[src/rtl/dk_pkg.sv]
// Shared types and screen constants for the DK motion logic and its sprite helpers.
package dk_pkg;

    localparam int POS_W = 16;

    localparam logic [POS_W-1:0] DK_X_MIN   = 16'd0;
    localparam logic [POS_W-1:0] DK_X_MAX   = 16'd620;
    localparam logic [POS_W-1:0] DK_X_RESET = 16'd10;

    typedef enum logic [1:0] {
        GROUND = 2'd0,
        RISE   = 2'd1,
        FALL   = 2'd2
    } jump_state_t;

endpackage

[src/rtl/dk_hclamp.sv]
// Combinational saturating step along the horizontal axis.
// Zero latency; there is no backpressure. Left and right together, or neither, leave the position unchanged.
module dk_hclamp
    import dk_pkg::*;
#(
    parameter logic [POS_W-1:0] X_MIN = DK_X_MIN,
    parameter logic [POS_W-1:0] X_MAX = DK_X_MAX,
    parameter logic [POS_W-1:0] STEP  = 16'd2
) (
    input  logic [POS_W-1:0] pos_i,
    input  logic             left_i,
    input  logic             right_i,
    output logic [POS_W-1:0] pos_o
);

    logic [POS_W:0] sum_up;
    logic [POS_W:0] floor_lo;

    // Compare in 17 bits so that the position can never wrap.
    assign sum_up   = {1'b0, pos_i} + {1'b0, STEP};
    assign floor_lo = {1'b0, X_MIN} + {1'b0, STEP};

    always_comb begin
        pos_o = pos_i;
        if (right_i && !left_i) begin
            pos_o = (sum_up > {1'b0, X_MAX}) ? X_MAX : sum_up[POS_W-1:0];
        end else if (left_i && !right_i) begin
            pos_o = ({1'b0, pos_i} < floor_lo) ? X_MIN : pos_i - STEP;
        end
    end

endmodule

[src/rtl/dk_motion_ctrl.sv]
// Per-frame player motion: horizontal clamp plus jump FSM with gravity; outputs are registered.
// Each result appears one cycle after a frame_tick. There is no backpressure, and every register holds between ticks.
module dk_motion_ctrl
    import dk_pkg::*;
#(
    parameter logic [POS_W-1:0] X_MIN   = DK_X_MIN,
    parameter logic [POS_W-1:0] X_MAX   = DK_X_MAX,
    parameter logic [POS_W-1:0] X_RESET = DK_X_RESET,
    parameter logic [POS_W-1:0] STEP    = 16'd2,
    parameter logic [POS_W-1:0] JUMP_V0 = 16'd12,
    parameter logic [POS_W-1:0] GRAVITY = 16'd1
) (
    input  logic             Clk,
    input  logic             Reset,
    input  logic             frame_tick,
    input  logic             key_left,
    input  logic             key_right,
    input  logic             key_jump,
    output logic [POS_W-1:0] bigD,
    output logic [POS_W-1:0] smallD,
    output logic             in_air,
    output logic [1:0]       jump_state
);

    jump_state_t      state_q, state_d;
    logic [POS_W-1:0] vel_q, vel_d;
    logic [POS_W-1:0] small_q, small_d;
    logic [POS_W-1:0] big_q, big_d;
    logic             armed_q, armed_d;
    logic [POS_W-1:0] big_next;
    logic [POS_W-1:0] vel_fall;

    dk_hclamp #(
        .X_MIN (X_MIN),
        .X_MAX (X_MAX),
        .STEP  (STEP)
    ) u_hclamp (
        .pos_i   (big_q),
        .left_i  (key_left),
        .right_i (key_right),
        .pos_o   (big_next)
    );

    always_ff @(posedge Clk or negedge Reset) begin
        if (!Reset) begin
            state_q <= GROUND;
            vel_q   <= '0;
            small_q <= '0;
            big_q   <= X_RESET;
            armed_q <= 1'b1;
        end else begin
            state_q <= state_d;
            vel_q   <= vel_d;
            small_q <= small_d;
            big_q   <= big_d;
            armed_q <= armed_d;
        end
    end

    always_comb begin
        state_d  = state_q;
        vel_d    = vel_q;
        small_d  = small_q;
        big_d    = big_q;
        armed_d  = armed_q;
        vel_fall = vel_q + GRAVITY;
        if (frame_tick) begin
            big_d = big_next;
            if (!key_jump) begin
                armed_d = 1'b1;
            end
            case (state_q)
                GROUND: begin
                    // smallD stays at 0 on the launch tick; the first rise step comes on the next tick.
                    if (key_jump && armed_q) begin
                        state_d = RISE;
                        vel_d   = JUMP_V0;
                        armed_d = 1'b0;
                    end else begin
                        small_d = '0;
                    end
                end
                RISE: begin
                    small_d = small_q + vel_q;
                    if (vel_q <= GRAVITY) begin
                        vel_d   = '0;
                        state_d = FALL;
                    end else begin
                        vel_d = vel_q - GRAVITY;
                    end
                end
                FALL: begin
                    if (small_q <= vel_fall) begin
                        small_d = '0;
                        vel_d   = '0;
                        state_d = GROUND;
                    end else begin
                        small_d = small_q - vel_fall;
                        vel_d   = vel_fall;
                    end
                end
                default: begin
                    state_d = GROUND;
                    small_d = '0;
                    vel_d   = '0;
                end
            endcase
        end
    end

    assign bigD       = big_q;
    assign smallD     = small_q;
    assign jump_state = state_q;
    assign in_air     = (state_q == RISE) || (state_q == FALL);

endmodule

[config.mk]
export PLATFORM = sky130hd
export DESIGN_NAME = dk_motion_ctrl
export DESIGN_NICKNAME = d
export VERILOG_FILES = /design/src/rtl/dk_pkg.sv /design/src/rtl/dk_hclamp.sv /design/src/rtl/dk_motion_ctrl.sv
export SDC_FILE = /design/constraint.sdc
export NUM_CORES = 1
export LEC_CHECK = 0
export BUFFER_PORTS_ARGS = -buffer_cell sky130_fd_sc_hd__buf_4
export CORE_MARGIN = 2
export CORE_UTILIZATION = 51
export CTS_BUF_LIST = sky130_fd_sc_hd__clkbuf_8
export DETAILED_ROUTE_END_ITERATION = 10
export PLACE_DENSITY = 0.79
export RECOVER_POWER = 50
export SLEW_MARGIN = 15
export SYNTH_ARGS = -nofsm -noshare
export SYNTH_HDL_FRONTEND = slang
export SYNTH_SLANG_ARGS = --single-unit
[constraint.sdc]
create_clock -name Clk -period 3.3 [get_ports Clk]
set_input_delay 0.66 -clock Clk [delete_from_list [all_inputs] [get_ports Clk]]
set_output_delay 0.66 -clock Clk [all_outputs]
set_load 0.01 [all_outputs]
==> results.cfg <==
[timing]
setup_violations = 0
finalCritPeriodShare_pct = 99.4
fmax_mhz = 305
slew_viol_final = 0
rsz0062_at_grt = yes
setup_slack_ns = 0.0183
max_slew.worst_pin.slew_ns = 1.38
hold_viol = 0
fin_skew_ns = 0.0118
slew_headroom_pct = 8.32
period_minus_slack_ns = 3.28

[clock_network]
clk_latency_ns = 0.32
cts_htree_levels = 2
cts_tree = built
root_buffer = clkbuf_8
hold_buffers = 0
clk_path_buf_depth = 2
clk_pin_slew_worst_paths_ns = 0.10
cts.sinks = 50
numCtsBuffers = 5

[routing]
drtPass1Iterations = 6
drt_wl_total_um = 15900
drc_errors = 0
vias = 5409
wl_per_cell_um = 19.2
viasPerCell = 6.54
ant_nets = 0
drtIter0Drc = 505

[critical_path]
slowest_stage = dfrtp_1
critPathBufInv = 2
crit_chain = and3_4 -> nand3_4 -> nor2_4 -> and4_4 -> nand3_4 -> xor2_2 -> ha_1 -> nand4_1 -> nor2_1 -> o211ai_1 -> a31oi_2 -> buf_6 -> clkinvlp_4 -> o31ai_2 -> a221o_1
cp_num_cells = 15
critical-path-max-stage-delay_ns = 0.43
cp_common_cell = nand3_4
reg2reg_depth = 15
crit_type = reg -> reg
cp.arrival_ns = 3.54
cp.required_ns = 3.55
critPathMaxFanout = 7
start_kind = flop
critPathTopFamily = simple AND/OR/NAND/NOR gates
end_kind = flop

[logic_synthesis]
synth_commonest_cells = 57 x nand2_1, 47 x dfrtp_1, 47 x o21ai_0
syn_inst = 639
ys_seq_elements = 50
synth_ff_type = dfrtp_1
synth.most_common_cell = nand2_1
synth_edf_count = 0
synth_cell_types = 78
yosysSeqAreaShare_pct = 24.4
synthTopCellsByArea = dfrtp_1 23%, ha_1 10%, o21ai_0 4.6%, xnor2_1 4.3%, nand2_1 4.2%
syn-num-nets = 688
post_synth.cell_area_avg_um2 = 8.04
synth.top_cell.area_share_pct = 22.9
syn_area_um2 = 5130
yosysTopAreaCell = dfrtp_1
async_flop_share_pct = 100
yosys_warnings = 0

[power]
worst_ir_drop_vdd_v = 0.000577
p_per_area_nw_per_um2 = 1040
p_leak_nw = 2.64
total_power_mw = 6.29

[outcome]
outcome = finished clean

[layout]
post-route-util_pct = 61.6
final_layout_size_suffix_gt1_share_pct = 18.4
finalNetCount = 742
area_growth_pct = 17.3
antenna_cells = 0

[floorplanning]
die_y_um = 104
rows = 36
start_util_pct = 52.5
die_area_um2 = 10900
fp.dieW_um = 104
core_area_um2 = 9770
ioPinCount = 41

[grt]
antenna_found_initial = 0
track_usage_pct = 27.6
gr-usage-met3_pct = 3.76
met2_usage_pct = 45.3
grt_pass1_vias = 4907
busiest_layer = met2
grt_pass1_wl_um = 24800
grt-ovfl-total = 0
met1_usage_pct = 38.1
grt_max_degree = 51

[worst_hold_path]
min_path_type = reg -> reg
whs_path_depth = 2

[place]
io_buffers = 39
gp_congestion = 0.966
post-place-ws_ns = -0.0542
dpl.hpwl_um = 11600

[flow_run]
max_cap_viol_count = 0
worst reg2reg max path, delay by kind of cell (launching register included):
| family | cells | cell delay [ns] |
|---|---|---|
| buffers and inverters | 2 | 0.37 |
| DFF | 1 | 0.43 |
| xor gates and xnor gates | 1 | 0.17 |
| adders and majority gates | 1 | 0.35 |
| AOI/OAI and AO/OA | 4 | 0.78 |
| and+or+nand+nor | 7 | 1.12 |
final timing paths:
check | start | end | slack [ns]
max in group asynchronous | Reset | vel_q[5] | 1.82
hold reg to reg | armed_q | armed_q | 0.50
setup / recovery | vel_q[3] | vel_q[12] | 0.02
setup reg to reg | vel_q[3] | vel_q[12] | 0.02
hold / removal | armed_q | armed_q | 0.50
min in group asynchronous | Reset | smallD[14] | 0.62
through the flow:
stage	instances	hold WS [ns]	setup TNS, ns	instance area, µm²
finish	827	0.504	0	6020
global route	827	0.525	-1.71	6020
CTS	815	0.407	0	5830
detailed placement	807	0.493	-0.0947	5680
global placement	807	0.475	0	5680
floorplan	639	0.364	0	5150
registers in the layout (all words and copies together) (netlist names):
signal / count
jump_state: 2
vel_q: 16
armed_q: 1
bigD: 15
smallD: 16
cells by family (layout without fill, tap and decap cells):
group / count (synthesis) / after routing / synth area share (%)
AND/OR/NAND/NOR: 225 / 225 / 22.7
AO/OA/AOI/OAI: 212 / 212 / 28.5
buffers and inverters: 58 / 113 / 4.82
flip-flops: 50 / 50 / 24.4
XOR/XNOR: 45 / 45 / 7.68
adder cells (fa/ha/maj): 43 / 43 / 10.8
multiplexers: 5 / 5 / 0.999
other: 1 / 1 / 0.0730
final cells by class:
cell class | instances | area, µm²
clock inverter | 2 | 60.1
inverter | 22 | 86.3
multi-input combinational | 531 | 3790
clock buffer | 6 | 82.6
fill | 844 | 3750
tap | 133 | 166
sequential | 50 | 1250
timing repair buffer | 83 | 583
timing repair:
item,CTS,global route
pin swaps,0,12
gates resized for setup,1,31
buffers inserted,0,13
endpoints found under the setup margin,2,31
hold endpoints to repair,0,0
routing by layer:
layer	part of all wire [%]	wire (µm)
met5	0	0
met4	2.0	323
met3	8.4	1340
met2	47	7410
met1	43	6850
where the power goes:
part / leakage, nW / switching [mW] / internal (mW)
clock: 0.0714 / 0.234 / 0.324
combinational: 1.91 / 2.56 / 1.91
sequential: 0.660 / 0.416 / 0.838
layout by cell type (no fill, tap or decap), types with 13 or more instances in the layout:
cell,n
inv_1,21
a21oi_1,40
xor2_1,18
nand2b_1,13
buf_4,68
nor2_1,43
ha_1,37
nand2_1,57
dfrtp_1,47
xnor2_1,25
nor3_1,20
nand3_1,17
o21ai_0,46
nand4_1,13
a21o_1,20
(Power assumes the default switching activity.)
